`config.mk`:
```
export PLATFORM = sky130hd
export DESIGN_NAME = servo_pwm_gen_flat
export DESIGN_NICKNAME = d
export VERILOG_FILES = /design/src/rtl/servo_pkg.sv /design/src/rtl/servo_pwm_gen_if.sv /design/src/rtl/servo_slew_limiter.sv /design/src/rtl/servo_pwm_gen.sv /design/src/flat_wrapper.sv
export SDC_FILE = /design/constraint.sdc
export NUM_CORES = 1
export LEC_CHECK = 0
export BUFFER_PORTS_ARGS = -buffer_cell sky130_fd_sc_hd__buf_2
export CELL_PAD_IN_SITES_DETAIL_PLACEMENT = 1
export CELL_PAD_IN_SITES_GLOBAL_PLACEMENT = 1
export CORE_AREA = 2 2 142 144
export DETAILED_ROUTE_END_ITERATION = 16
export DIE_AREA = 0 0 144 146
export GPL_TIMING_DRIVEN = 0
export MAX_ROUTING_LAYER = met4
export PLACE_DENSITY = 0.93
export SLEW_MARGIN = 20
export SYNTH_ARGS = -nofsm -noshare
export SYNTH_HDL_FRONTEND = slang
export SYNTH_SLANG_ARGS = --single-unit
```
`constraint.sdc`:
```
create_clock -name clk -period 12.5 [get_ports clk]
set_input_delay 1.875 -clock clk [delete_from_list [all_inputs] [get_ports clk]]
set_output_delay 1.875 -clock clk [all_outputs]
set_load 0.05 [all_outputs]
```
`src/rtl/servo_pkg.sv`:
```
// Shared constants, state encoding and command clamp for the servo pulse generator.
package servo_pkg;

  localparam int unsigned CYCLES_PER_MS = 100_000;
  localparam int unsigned ON_TIME_W     = 28;

  localparam int unsigned DEF_PERIOD_CYCLES = 20 * CYCLES_PER_MS;
  localparam int unsigned DEF_MIN_ON        = CYCLES_PER_MS / 2;
  localparam int unsigned DEF_MAX_ON        = (5 * CYCLES_PER_MS) / 2;
  localparam int unsigned DEF_STEP          = 1_000;

  typedef enum logic [1:0] {
    IDLE,
    TRACK,
    HOLD
  } servo_state_e;

  // Zero means "no command" and passes through unclamped.
  function automatic logic [ON_TIME_W-1:0] clamp_on(input logic [ON_TIME_W-1:0] cmd,
                                                     input logic [ON_TIME_W-1:0] lo,
                                                     input logic [ON_TIME_W-1:0] hi);
    logic [ON_TIME_W-1:0] res;
    if (cmd == '0) begin
      res = '0;
    end else if (cmd < lo) begin
      res = lo;
    end else if (cmd > hi) begin
      res = hi;
    end else begin
      res = cmd;
    end
    return res;
  endfunction

endpackage

```
`src/rtl/servo_pwm_gen_if.sv`:
```
// Command and status signals of one servo joint channel.
interface servo_pwm_gen_if;

  logic                             enable;
  logic [servo_pkg::ON_TIME_W-1:0]  on_time;
  logic                             pwm_out;
  logic                             frame_start;
  logic [servo_pkg::ON_TIME_W-1:0]  active_on;
  logic                             busy;

  modport master (
    output enable,
    output on_time,
    input  pwm_out,
    input  frame_start,
    input  active_on,
    input  busy
  );

  modport slave (
    input  enable,
    input  on_time,
    output pwm_out,
    output frame_start,
    output active_on,
    output busy
  );

endinterface

```
`src/rtl/servo_slew_limiter.sv`:
```
// Moves an applied on-time at most STEP toward a target; purely combinational.
module servo_slew_limiter
  import servo_pkg::*;
#(
  parameter int unsigned STEP = DEF_STEP
) (
  input  logic [ON_TIME_W-1:0] target,
  input  logic [ON_TIME_W-1:0] active_on,
  output logic [ON_TIME_W-1:0] next_on,
  output logic                 done
);

  localparam logic [ON_TIME_W-1:0] StepV = ON_TIME_W'(STEP);

  logic                 up;
  logic [ON_TIME_W-1:0] diff;

  // Compare first, then subtract smaller from larger: no signed intermediates.
  always_comb begin
    up   = target > active_on;
    diff = up ? (target - active_on) : (active_on - target);
    done = diff <= StepV;
    if (done) begin
      next_on = target;
    end else if (up) begin
      next_on = active_on + StepV;
    end else begin
      next_on = active_on - StepV;
    end
  end

endmodule

```
`src/rtl/servo_pwm_gen.sv`:
```
// Fixed-frame servo pulse generator: frame counter, boundary-sampled command FSM,
// slew-limited on-time and registered pulse output.
module servo_pwm_gen
  import servo_pkg::*;
#(
  parameter int unsigned PERIOD_CYCLES = DEF_PERIOD_CYCLES,
  parameter int unsigned MIN_ON        = DEF_MIN_ON,
  parameter int unsigned MAX_ON        = DEF_MAX_ON,
  parameter int unsigned STEP          = DEF_STEP
) (
  input  logic             clk,
  input  logic             rst,
  servo_pwm_gen_if.slave   bus
);

  localparam int unsigned        CntW = $clog2(PERIOD_CYCLES);
  localparam logic [CntW-1:0]    CntLast = CntW'(PERIOD_CYCLES - 1);

  if (MAX_ON >= PERIOD_CYCLES) begin : g_bad_max_on
    $error("servo_pwm_gen: MAX_ON must be below PERIOD_CYCLES");
  end
  if (MIN_ON > MAX_ON) begin : g_bad_min_on
    $error("servo_pwm_gen: MIN_ON must not exceed MAX_ON");
  end

  logic [CntW-1:0]      cnt_q, cnt_d;
  servo_state_e         state_q, state_d;
  logic [ON_TIME_W-1:0] active_q, active_d;
  logic                 pwm_q, pwm_d;
  logic                 fs_q, fs_d;
  logic                 busy_q, busy_d;

  logic                 boundary;
  logic [ON_TIME_W-1:0] target;
  logic [ON_TIME_W-1:0] slew_next;
  logic                 slew_done;

  assign boundary = bus.enable && (cnt_q == CntLast);
  assign target   = clamp_on(bus.on_time, ON_TIME_W'(MIN_ON), ON_TIME_W'(MAX_ON));

  servo_slew_limiter #(
    .STEP (STEP)
  ) u_slew (
    .target    (target),
    .active_on (active_q),
    .next_on   (slew_next),
    .done      (slew_done)
  );

  always_comb begin
    state_d  = state_q;
    active_d = active_q;
    if (boundary) begin
      unique case (state_q)
        IDLE: begin
          // No slew origin from idle: jump straight to the commanded position.
          if (target != '0) begin
            active_d = target;
            state_d  = HOLD;
          end
        end
        TRACK, HOLD: begin
          // A zero command freezes the joint where it is.
          if (target == '0) begin
            state_d = HOLD;
          end else begin
            active_d = slew_next;
            state_d  = slew_done ? HOLD : TRACK;
          end
        end
        default: state_d = IDLE;
      endcase
    end
  end

  always_comb begin
    cnt_d = cnt_q;
    if (!bus.enable || boundary) begin
      cnt_d = bus.enable ? '0 : CntLast;
    end else begin
      cnt_d = cnt_q + 1'b1;
    end
    // Compare against the next count and next on-time so the pulse lines up with cnt.
    pwm_d  = bus.enable && (ON_TIME_W'(cnt_d) < active_d);
    fs_d   = boundary;
    busy_d = (state_d == TRACK);
  end

  always_ff @(posedge clk) begin
    if (rst) begin
      cnt_q    <= CntLast;
      state_q  <= IDLE;
      active_q <= '0;
      pwm_q    <= 1'b0;
      fs_q     <= 1'b0;
      busy_q   <= 1'b0;
    end else begin
      cnt_q    <= cnt_d;
      state_q  <= state_d;
      active_q <= active_d;
      pwm_q    <= pwm_d;
      fs_q     <= fs_d;
      busy_q   <= busy_d;
    end
  end

  assign bus.pwm_out     = pwm_q;
  assign bus.frame_start = fs_q;
  assign bus.active_on   = active_q;
  assign bus.busy        = busy_q;

endmodule

```
`src/flat_wrapper.sv`:
```
// flat-port wrapper written by rule: the top's interface ports become plain ports
module servo_pwm_gen_flat import servo_pkg::*;
#(
  parameter int unsigned PERIOD_CYCLES = DEF_PERIOD_CYCLES,
  parameter int unsigned MIN_ON        = DEF_MIN_ON,
  parameter int unsigned MAX_ON        = DEF_MAX_ON,
  parameter int unsigned STEP          = DEF_STEP
)
  (clk, rst, bus_enable, bus_on_time, bus_pwm_out, bus_frame_start, bus_active_on, bus_busy);
  servo_pwm_gen_if bus_i ();
  input  logic clk;
  input  logic rst;
  input wire logic [$bits(bus_i.enable)-1:0] bus_enable;
  input wire logic [$bits(bus_i.on_time)-1:0] bus_on_time;
  output wire logic [$bits(bus_i.pwm_out)-1:0] bus_pwm_out;
  output wire logic [$bits(bus_i.frame_start)-1:0] bus_frame_start;
  output wire logic [$bits(bus_i.active_on)-1:0] bus_active_on;
  output wire logic [$bits(bus_i.busy)-1:0] bus_busy;
  assign bus_i.enable = bus_enable;
  assign bus_i.on_time = bus_on_time;
  assign bus_pwm_out = bus_i.pwm_out;
  assign bus_frame_start = bus_i.frame_start;
  assign bus_active_on = bus_i.active_on;
  assign bus_busy = bus_i.busy;
  servo_pwm_gen #(.PERIOD_CYCLES(PERIOD_CYCLES), .MIN_ON(MIN_ON), .MAX_ON(MAX_ON), .STEP(STEP)) u_core (.clk(clk), .rst(rst), .bus(bus_i));
endmodule
```
# Yosys cells after proc, flatten, opt, wreduce, memory -nomap -nowiden
# Index checks and enable logic that the tools add are counted.
# classes
reduce_logical,9
n_eq_ne,4
n_lt_le_gt_ge,5
muxes,17
n_addsub,5
# ops
op,n
two-way mux 28 bit,9
logical NOT 28 bit,2
one-hot mux 28 bit (2 select lines),1
subtractor 28 bit,2
two-way mux 21 bit,2
"adder 28 x 10 -> 28 bit, second input constant",1
"greater-than comparator 28 x 18 -> 1 bit, second input constant",1
greater-than comparator 28 bit,1
"<= comparator 28 x 10 -> 1 bit, second input constant",1
< comparator 21 x 28 -> 1 bit,1
"< comparator 28 x 16 -> 1 bit, second input constant",1
nonzero test 28 bit,1
"subtractor 28 x 10 -> 28 bit, second input constant",1
"adder 21 x 1 -> 21 bit, second input constant",1
"equality test 21 bit, second input constant",1
two-way mux 2 bit,4
"equality test 2 x 1 -> 1 bit, second input constant",2
one-hot mux 2 bit (2 select lines),1
"equality test 2 bit, second input constant",1
logical AND 1 bit,2
logical NOT 2 bit,1
OR reduction 2 bit,1
logical NOT 1 bit,1
logical OR 1 bit,1
# word_totals
elab_cells,46
in_bits,31
output_inout_bits,31
ff_bits,54

# Logic depth before layout (Yosys ltp)
# Gate-level depths: netlist of the first run.
# logic_depth
ltp_word,13
ltp_mapped,44
mapped_depth_nobuf,40

# Cells and area by module
# From an unflattened synthesis of the first run, not the netlist that was laid out.
# hier_totals
hier_cells,1134
area_unflattened_um2,8363.0
# modules_own_cells
module,cells_per_inst,seq_area_each_um2,n_inst,area_each_um2
servo_slew_limiter,675,0.0,1,4769.6
servo_pwm_gen,459,1081.0,1,3593.4

# Worst setup path before layout of the first run
# OpenSTA, ideal clock, no wires.
# synth_timing
path_type,in2reg
from,in bus_on_time[10]
to,reg u_core.pwm_q (netlist: u_core.bus.pwm_out)
setup_ns,0.063
required_ns,12.437
n_path_buf,5
cell_stages,39
setup_slack_ns,2.513
arrival_time_ns,9.924
path_cell_list,or4_1 -> nand4b_4 -> or4_1 -> buf_2 -> a21oi_1 -> nand2_1 -> ha_1 -> ha_1 -> a21o_1 -> a21o_1 -> a221o_1 -> and2_1 -> or3_1 -> buf_2 -> nand2_2 -> buf_2 -> buf_4 -> nand3_1 -> (+3 left out) -> buf_2 -> o21ai_2 -> nand2_1 -> a31o_2 -> ha_1 -> a21o_1 -> a21o_1 -> a21o_1 -> a21o_1 -> a21o_1 -> a21o_1 -> a21o_1 -> o211a_1 -> o211a_1 -> a21boi_0 -> a41oi_1 -> o21ai_0 -> nand3_1
# synth_via
elab_chain_len,13
word_cells_on_any_way,21
cone_classes,2 x add/sub; 5 x order compare; 10 x mux; 4 x reduce/logical
# synth_lines
item,line_no,source
from (decl),flat_wrapper.sv:14,input wire logic [$bits(bus_i.on_time)-1:0] bus_on_time;
greater-than comparator 28 x 18 -> 1 bit,servo_pkg.sv:27,end else if (cmd > hi) begin
two-way mux 28 bit,servo_pkg.sv:27,
two-way mux 28 bit,servo_pkg.sv:25,end else if (cmd < lo) begin
two-way mux 28 bit (*),servo_pkg.sv:23,if (cmd == '0) begin
subtractor 28 bit / greater-than comparator 28 bit (equally long branches),"servo_slew_limiter.sv:21, servo_slew_limiter.sv:20",
two-way mux 28 bit,servo_slew_limiter.sv:21,diff = up ? (target - active_on) : (active_on - target);
<= comparator 28 x 10 -> 1 bit,servo_slew_limiter.sv:22,done = diff <= StepV;
two-way mux 28 bit,servo_slew_limiter.sv:23,if (done) begin
two-way mux 28 bit,servo_pwm_gen.sv:64,if (target == '0) begin
one-hot mux 28 bit (2 select lines) (*),servo_pwm_gen.sv:54,unique case (state_q)
two-way mux 28 bit (*),servo_pwm_gen.sv:53,if (boundary) begin
< comparator 21 x 28 -> 1 bit (*),servo_pwm_gen.sv:84,pwm_d = bus.enable && (ON_TIME_W'(cnt_d) < active_d);
logical AND 1 bit (*),servo_pwm_gen.sv:84,
to (signal assigned),servo_pwm_gen.sv:101,pwm_q <= pwm_d;
to (decl),servo_pwm_gen.sv:29,"logic pwm_q, pwm_d;"
# Every way passes the cells marked *; elsewhere a longest branch is shown, timed or not.
# A chain may end at the register's enable or synchronous reset.

# Final worst setup path of the first run
# Ends and elaborated chain as after synthesis.

==> results.toml, run 1 <==
[routing]
drtAntennaViolNets = 0
totalWireLength_um = 36660
vias = 10430
via_per_inst = 6.489
routedWlPerCell_um = 22.81
drt_iter0_markers = 943
first_pass_iters = 5
drc = 0

[sta]
grt_setup_unrepaired = "false"
whs_ns = 0.5227
finalCriticalPeriod_ns = 11.99
final-hold-violation-count = 0
max_freq_mhz = 83.39
min_period_over_period_pct = 95.94
fin_setup_tns_ns = 0
skew_ns = 0.01375
maxSlewHeadroom_pct = 28.46
setup_viol = 0
slew_viol_final = 0
tightest_slew_ns = 1.060

[clocking]
cts_made_buffers = 5
cts_root_buffer = "clkbuf_16"
insertion_delay_ns = 0.31
cts_sinks = 54
clockBufferDepth = 2
clkTransAtPathRegs_ns = 0.08
cts_hold_buf = 0
cts_tree = "built"
htree_levels = 2

[grt]
overflow = 0
grt_pass1_vias = 10440
grt_pass1_wl_um = 57020
grt_util_all_layers_pct = 35.34
antenna_found_initial = 0
grt_max_degree = 29

[flow_run]
max_cap_violations = 0

[place]
port_buffers = 61
hpwl_um = 30160
gp_congestion = 1.017
dp.cells = 1594

[critical_path]
required_ns = 12.74
crit_type = "input port to flip-flop"
critPathArrivalTime_ns = 12.24
worst_path_max_delay_cell = "or4_1"
end_kind = "flip-flop"
critPathLaunchType = "input port"
rrSetupSlack_ns = 3.91
slowest_delay_ns = 0.56
critPathMaxFanout = 14
cp_common_cell = "a21o_1"

[synth]
synth_common_cells = "nand2_1 (137), a21oi_1 (118), ha_1 (101)"
async_reset_ff_share_pct = 0
yosys_warnings = 0
ys_ff_latch = 54
synthDistinctLibCells = 86
synth_flop_cell = "dfxtp_1"
yosys-top-cells-area = "ha_1 (15%), dfxtp_1 (12%), a21oi_1 (6.8%)"
synth_edf_count = 0
synth_area_sq_um = 8691
synth_top_cell_by_area = "ha_1"
ys_seq_area_share_pct = 12.44
synth.most_common_cell = "nand2_1"
syn_area_per_cell_sq_um = 6.953
synthCells = 1250
yosysTopAreaCellShare_pct = 14.54

[final_layout]
drive_above_1_share_pct = 9.314
nets = 1475
antenna_cells = 0
fin_cells = 1607
n_fill_cell = 2626
area_growth_pct = 10.41

[min_path]
hold_path.class = "flip-flop to flip-flop"

[floorplan]
core_sq_um = 19330
dieHeight_um = 146
io_pins = 62
start_util_pct = 44.95
die_area_sq_um = 21020
die_width_um = 144
rows = 51

[status]
outcome = "completed"

[power]
p_per_area_nw_per_um2 = 108.2
ir_drop_mv = 0.1129
leakage_nw = 4.195
-- sequential cells by signal, summed over array words and instances, names as in the netlist --
name and flops:
u_core.bus.pwm_out 1, u_core.bus.frame_start 1, u_core.bus.active_on 28, u_core.bus.busy 1, u_core.state_q 2, u_core.cnt_q 21
-- worst paths after layout --
| check | start | to | cells after the start |
|---|---|---|---|
| min | u_core.cnt_q[4]$_SDFF_PP1_ | u_core.cnt_q[4]$_SDFF_PP1_ | 2 |
| max | bus_on_time[10] | u_core.bus.pwm_out$_SDFF_PP0_ | 42 |
| max reg2reg | u_core.bus.active_on[14]$_SDFF_PP0_ | u_core.bus.pwm_out$_SDFF_PP0_ | 34 |
| min reg2reg | u_core.cnt_q[4]$_SDFF_PP1_ | u_core.cnt_q[4]$_SDFF_PP1_ | 2 |
-- report_power, final --
group / internal, mW / switching [mW] / total (mW)
Clock: 0.0798 / 0.0671 / 0.147
Combinational: 0.235 / 0.442 / 0.677
Sequential: 0.188 / 0.0266 / 0.215
-- cell usage in the layout (no fill, tap or decap), types with 12 or more instances in the layout --
cell | netlist | routed
a211oi_1 | 15 | 15
a21o_1 | 33 | 33
a21oi_1 | 118 | 117
and3_1 | 17 | 17
buf_2 | 8 | 69
clkbuf_1 | 49 | 50
conb_1 | 2 | 19
dfxtp_1 | 54 | 54
ha_1 | 101 | 101
inv_1 | 73 | 73
nand2_1 | 137 | 137
nand2b_1 | 17 | 17
nand3_1 | 42 | 42
nand4_1 | 25 | 25
nor2_1 | 94 | 94
nor2b_1 | 13 | 13
nor3_1 | 36 | 36
nor4_1 | 18 | 18
o211ai_1 | 12 | 12
o21a_1 | 20 | 20
o21ai_0 | 86 | 86
o21bai_1 | 13 | 13
xnor2_1 | 22 | 22
xor2_1 | 23 | 23
-- layout make-up --
class	instances	area [sq um]	share of cell area (%)
clock inverter	1	5.005	0.05216
timing repair buffer	67	350.3	3.651
sequential	54	1081	11.27
tap	265	331.6	3.455
buffer	59	239.0	2.491
inverter	75	281.5	2.934
multi-input combinational	1079	7164	74.66
clock buffer	7	142.6	1.487
-- layer usage --
layer,part of all wire (%),global-route usage (%),up-vias
met4,4.2,14.46,0
met3,6.0,3.291,107
met5,0,-,-
li1,-,-,4812
met1,42,44.19,5109
met2,48,58.14,400
-- worst max-delay path: cells and delay by family --
kind                     cells  cell delay, ns
AO/OA/AOI/OAI               19            4.73
adder cells (fa/ha/maj)      2            0.61
buffers and inverters        8            1.82
AND/OR/NAND/NOR             13            3.21
-- cell families (layout without fill, tap and decap cells) --
logic type	after synthesis	count (layout)	synth area share (%)
DFF	54	54	12.44
adders and majority gates	103	103	15.00
buffers and inverters	134	209	5.989
and+or+nand+nor	469	469	27.25
AOI/OAI and AO/OA	439	439	34.21
other	2	19	0.08641
xor gates and xnor gates	45	45	4.535
muxes	4	4	0.4895
-- timing repair --
action                                  CTS  global route
endpoints found under the setup margin    0             1
buffers inserted                          0             5
resized for setup                         0             1
-- through the flow --
| step | util (%) | area [sq um] | setup WS (ns) | power (mW) |
|---|---|---|---|---|
| 2_1_floorplan | - | 8755 | 2.513 | 0.6826 |
| 3_3_place_gp | 48.57 | 9392 | 0.1920 | 0.8435 |
| 3_5_place_dp | 48.65 | 9407 | 0.1939 | 0.8689 |
| 4_1_cts | 49.41 | 9554 | 0.4455 | 1.019 |
| 5_1_grt | 49.63 | 9595 | 0.08512 | 1.101 |
| 6_report | 49.63 | 9595 | 0.5080 | 1.039 |
(Power assumes the default switching activity.)
==> run 2, diff against run 1 <==
--- a/config.mk
+++ b/config.mk
@@ -9,6 +9,7 @@
 export CELL_PAD_IN_SITES_DETAIL_PLACEMENT = 1
 export CELL_PAD_IN_SITES_GLOBAL_PLACEMENT = 1
 export CORE_AREA = 2 2 142 144
+export CTS_BUF_LIST = sky130_fd_sc_hd__clkbuf_8
 export DETAILED_ROUTE_END_ITERATION = 16
 export DIE_AREA = 0 0 144 146
 export GPL_TIMING_DRIVEN = 0
==> run 2 against run 1 <==
First-iteration DRC count down 0.32%; cell count unchanged; worst setup slack worse by 0.0046 ns; utilization down 0.29 points; sequential share of layout area up 0.066 points; critical path depth unchanged; maximum frequency about the same; count of clock-buffer cells in the layout down 1; combinational power about the same; critical path type unchanged; critical endpoint unchanged; largest power group unchanged.
==> results.toml, run 2 (synthesis results as in run 1) <==
[routing]
drt_iter0_markers = 940
first_pass_iters = 5
routedWlPerCell_um = 22.75
via_per_inst = 6.502
drc = 0
totalWireLength_um = 36560
vias = 10450
drtAntennaViolNets = 0

[sta]
max_freq_mhz = 83.36
slew_viol_final = 0
fin_ws_ns = 0.5033
whs_ns = 0.5279
maxSlewHeadroom_pct = 30.27
setup_viol = 0
finalCriticalPeriod_ns = 12.00
final-hold-violation-count = 0
skew_ns = 0.02249
min_period_over_period_pct = 95.97
grt_setup_unrepaired = "false"
tightest_slew_ns = 1.033
fin_setup_tns_ns = 0

[power]
p_switching_uw = 529.4
seq_power_share_pct = 21.5
p_sw_share_pct = 53.11
ir_drop_mv = 0.09086
pwr-share-clk_pct = 10.7
p_per_area_nw_per_um2 = 104.5
leakage_nw = 4.173
combPwrFrac_pct = 67.8
p_int_uw = 467.3

[grt]
overflow = 0
grt_util_all_layers_pct = 35.22
antenna_found_initial = 0
grt_pass1_wl_um = 56860
grt_max_degree = 29
grt_pass1_vias = 10440

[critical_path]
critPathArrivalTime_ns = 12.28
end_kind = "flip-flop"
worst_path_max_delay_cell = "or4_1"
crit_start = "bus_on_time[10]"
critPathLaunchType = "input port"
crit_type = "input port to flip-flop"
cp_common_cell = "a21o_1"
slowest_delay_ns = 0.57
regToRegStartpoint = "u_core.bus.active_on[17]$_SDFF_PP0_"
critPathMaxFanout = 14
required_ns = 12.78

[floorplan]
core_sq_um = 19330
io_pins = 62
rows = 51
die_width_um = 144
dieHeight_um = 146
start_util_pct = 44.95
die_area_sq_um = 21020

[clocking]
clockBufferDepth = 2
cts_sinks = 54
clkTransAtPathRegs_ns = 0.11
htree_levels = 2
insertion_delay_ns = 0.33
cts_made_buffers = 5
cts_tree = "built"
cts_root_buffer = "clkbuf_8"

[final_layout]
final_common_cell = "nand2_1"
n_fill_cell = 2626
nets = 1475
layout.cells.most_common_list = "nand2_1 (137), a21oi_1 (117), ha_1 (101), nor2_1 (94), o21ai_0 (86)"
drive_above_1_share_pct = 9.314
area_growth_pct = 9.761
fin_util_pct = 49.34
antenna_cells = 0
largest_register_ffs = 28

[status]
outcome = "completed"

[min_path]
hold_path.class = "flip-flop to flip-flop"
hp-start = "u_core.cnt_q[4]$_SDFF_PP1_"

[flow_run]
max_cap_violations = 0

[place]
place_ws_ns = 0.1939
port_buffers = 61
gp_congestion = 1.017
hpwl_um = 30160
run 2: final timing paths:
check        cells after the start  slack [ns]                            end
max                             42        0.50  u_core.bus.pwm_out$_SDFF_PP0_
min                              2        0.53     u_core.cnt_q[4]$_SDFF_PP1_
max reg2reg                     33        3.86  u_core.bus.pwm_out$_SDFF_PP0_
min reg2reg                      2        0.53     u_core.cnt_q[4]$_SDFF_PP1_
run 2: through the flow:
| stage | area [sq um] | std cells | total power, mW |
|---|---|---|---|
| floorplan | 8755 | 1267 | 0.6826 |
| finish | 9539 | 1607 | 0.9967 |
| global route | 9539 | 1607 | 1.059 |
| global placement | 9392 | 1593 | 0.8435 |
| CTS | 9498 | 1602 | 0.9771 |
| detailed placement | 9407 | 1594 | 0.8689 |
run 2: worst max-delay path, delay by kind of cell:
family,cells,cell delay [ns]
buffers and inverters,8,1.83
adder cells (fa/ha/maj),2,0.61
AND/OR/NAND/NOR,13,3.24
AO/OA/AOI/OAI,19,4.72
run 2: area by class of cell:
cell class                 count  area, sq um  share of cell area, %
clock inverter                 2        8.758                0.09182
multi-input combinational   1079         7164                  75.10
clock buffer                   6        82.58                 0.8657
timing repair buffer          67        350.3                  3.673
inverter                      75        281.5                  2.951
buffer                        59        239.0                  2.505
sequential                    54         1081                  11.33
tap                          265        331.6                  3.476
run 2: per-layer routing:
layer	vias to the layer above	track usage, %	share of wire (%)
li1	4819	-	-
met1	5101	44.07	42
met2	430	57.86	47
met3	99	3.323	6.1
met4	0	14.46	4.2
met5	-	-	0
run 2: power by group through the flow:
stage | clock network (mW) | registers [mW] | logic (mW)
floorplan | 0 | 0.241 | 0.442
global placement | 0 | 0.216 | 0.627
detailed placement | 0 | 0.217 | 0.652
CTS | 0.106 | 0.213 | 0.657
global route | 0.111 | 0.216 | 0.732
finish | 0.106 | 0.215 | 0.676
run 2: repair_timing:
action | 4_1_cts | 5_1_grt
hold buffers | 0 | 0
setup endpoints to repair | 0 | 1
buffers inserted | 0 | 5
resized for setup | 0 | 1
==> run 3, diff against run 2 <==
--- a/config.mk
+++ b/config.mk
@@ -5,16 +5,16 @@
 export SDC_FILE = /design/constraint.sdc
 export NUM_CORES = 1
 export LEC_CHECK = 0
-export BUFFER_PORTS_ARGS = -buffer_cell sky130_fd_sc_hd__buf_2
 export CELL_PAD_IN_SITES_DETAIL_PLACEMENT = 1
 export CELL_PAD_IN_SITES_GLOBAL_PLACEMENT = 1
 export CORE_AREA = 2 2 142 144
 export CTS_BUF_LIST = sky130_fd_sc_hd__clkbuf_8
 export DETAILED_ROUTE_END_ITERATION = 16
 export DIE_AREA = 0 0 144 146
+export DONT_BUFFER_PORTS = 1
 export GPL_TIMING_DRIVEN = 0
 export MAX_ROUTING_LAYER = met4
-export PLACE_DENSITY = 0.93
+export PLACE_DENSITY = 0.89
 export SLEW_MARGIN = 20
 export SYNTH_ARGS = -nofsm -noshare
 export SYNTH_HDL_FRONTEND = slang
==> run 3 against run 2 <==
Global-route usage decreased by 0.54 points; critical path depth decreased by 1; sequential share of layout area increased by 0.40 points; hold slack improved by 0.0020 ns; clock power increased by 19%; worst setup slack improved by 0.045 ns; highest routed layer unchanged; via count decreased by 1.9%; cell count decreased by 4.1%; first-iteration DRC count decreased by 1.7%.
==> results.toml, run 3 (synthesis results as in run 1) <==
[final_layout]
nets = 1409
seqCellArea_sq_um = 1081
n_fill_cell = 2586
area_growth_pct = 6.061
largest_register_ffs = 28
fin_util_pct = 47.67
final_common_cell = "nand2_1"
layout.cells.most_common_list = "nand2_1 (137), a21oi_1 (117), ha_1 (101), nor2_1 (94), o21ai_0 (86)"
antenna_cells = 0
drive_above_1_share_pct = 4.702
multi_input_area_sq_um = 7164
fin_cells = 1541

[critical_path]
rrSetupSlack_ns = 3.31
required_ns = 12.77
crit_end = "u_core.bus.pwm_out$_SDFF_PP0_"
critPathArrivalTime_ns = 12.22
crit_type = "input port to flip-flop"
worst_path_max_delay_cell = "o21ai_0"
r2r_end = "u_core.bus.pwm_out$_SDFF_PP0_"
end_kind = "flip-flop"
slowest_delay_ns = 0.62
critPathMaxFanout = 14
cp_common_cell = "a21o_1"
crit_start = "bus_on_time[10]"
regToRegStartpoint = "u_core.bus.active_on[17]$_SDFF_PP0_"
critPathLaunchType = "input port"
r2r_cells = 31

[routing]
via_per_inst = 6.652
vias = 10250
drc = 0
totalWireLength_um = 35620
drtAntennaViolNets = 0
routedWlPerCell_um = 23.12
drt_iter0_markers = 924
first_pass_iters = 5

[power]
leakage_nw = 3.870
combPwrFrac_pct = 62.2
p_per_area_nw_per_um2 = 108.1
pwr-share-clk_pct = 12.7
seq_power_share_pct = 25.1
p_switching_uw = 523.3
p_sw_share_pct = 52.52
ir_drop_mv = 0.1084
p_int_uw = 473.0

[clocking]
htree_levels = 2
cts_sinks = 54
clkTransAtPathRegs_ns = 0.11
insertion_delay_ns = 0.34
cts_tree = "built"
clockBufferDepth = 2
cts_made_buffers = 5
cts_root_buffer = "clkbuf_8"

[status]
outcome = "completed"

[grt]
busiest_layer = "met2"
use_met1_pct = 43.14
grt_max_degree = 29
antenna_found_initial = 0
grt_pass1_wl_um = 56320
use_met3_pct = 4.146
grt_pass1_vias = 10250
grt.met2_usage_pct = 56.83
grt_util_all_layers_pct = 34.67
overflow = 0

[floorplan]
die_width_um = 144
rows = 51
start_util_pct = 44.95
dieHeight_um = 146
die_area_sq_um = 21020
io_pins = 62
core_sq_um = 19330

[sta]
whs_ns = 0.5299
slew_viol_final = 0
fin_setup_tns_ns = 0
grt_setup_unrepaired = "false"
max_freq_mhz = 83.67
min_period_over_period_pct = 95.61
maxSlewHeadroom_pct = 24.39
tightest_slew_ns = 1.120
setup_viol = 0
final-hold-violation-count = 0
skew_ns = 0.02658
finalCriticalPeriod_ns = 11.95

[min_path]
hold_path.class = "flip-flop to flip-flop"

[place]
port_buffers = 0
dp.cells = 1533
hpwl_um = 29280
gp_congestion = 0.9938

[flow_run]
max_cap_violations = 0
-- run 3: repair_timing --
| action | in CTS | in global routing |
|---|---|---|
| resized for setup | 0 | 1 |
| hold buffers | 0 | 0 |
| endpoints found under the setup margin | 0 | 1 |
| endpoints found under the hold margin | 0 | 0 |
| setup buffers | 0 | 0 |
-- run 3: critical path, delay by kind of cell --
family	cells	cell delay, ns
AO/OA/AOI/OAI	19	4.53
AND/OR/NAND/NOR	13	3.53
buffers and inverters	7	1.70
adder cells (fa/ha/maj)	2	0.55
-- run 3: stage by stage --
stage	total power, mW	instance area (sq um)	worst slack [ns]
after floorplan	0.6826	8755	2.513
after global placement	0.8245	9086	0.4603
after detailed placement	0.8485	9101	0.3391
after CTS	0.9798	9214	0.6124
after global routing	1.062	9218	0.1529
final	0.9963	9218	0.5483
-- run 3: cell type report --
cell class,count,share of cell area (%)
multi-input combinational,1079,77.72
sequential,54,11.73
tap,265,3.597
inverter,75,3.054
buffer,59,2.593
clock buffer,5,0.7466
clock inverter,3,0.4751
timing repair buffer,1,0.08144
-- run 3: routing by layer --
metal,routed length [um],part of all wire [%]
met2,16970,48
met3,2270,6.4
met5,0,0
met4,1587,4.5
met1,14800,42
-- run 3: how the worst min path moves through the flow --
stage,cells past startpoint,from,slack (ns),endpoint
2_1_floorplan,2,u_core.cnt_q[4]$_SDFF_PP1_,0.46,u_core.cnt_q[4]$_SDFF_PP1_
3_3_place_gp,2,u_core.cnt_q[4]$_SDFF_PP1_,0.48,u_core.cnt_q[4]$_SDFF_PP1_
3_5_place_dp,2,u_core.cnt_q[4]$_SDFF_PP1_,0.50,u_core.cnt_q[4]$_SDFF_PP1_
4_1_cts,2,u_core.state_q[1]$_SDFF_PP0_,0.52,u_core.state_q[1]$_SDFF_PP0_
5_1_grt,2,u_core.cnt_q[4]$_SDFF_PP1_,0.57,u_core.cnt_q[4]$_SDFF_PP1_
6_report,2,u_core.cnt_q[4]$_SDFF_PP1_,0.53,u_core.cnt_q[4]$_SDFF_PP1_
-- run 3: power groups by stage --
stage | sequential [mW] | combinational (mW) | clock, mW
2_1_floorplan | 0.241 | 0.442 | 0
3_3_place_gp | 0.252 | 0.572 | 0
3_5_place_dp | 0.253 | 0.595 | 0
4_1_cts | 0.249 | 0.602 | 0.128
5_1_grt | 0.252 | 0.677 | 0.132
6_report | 0.250 | 0.620 | 0.126
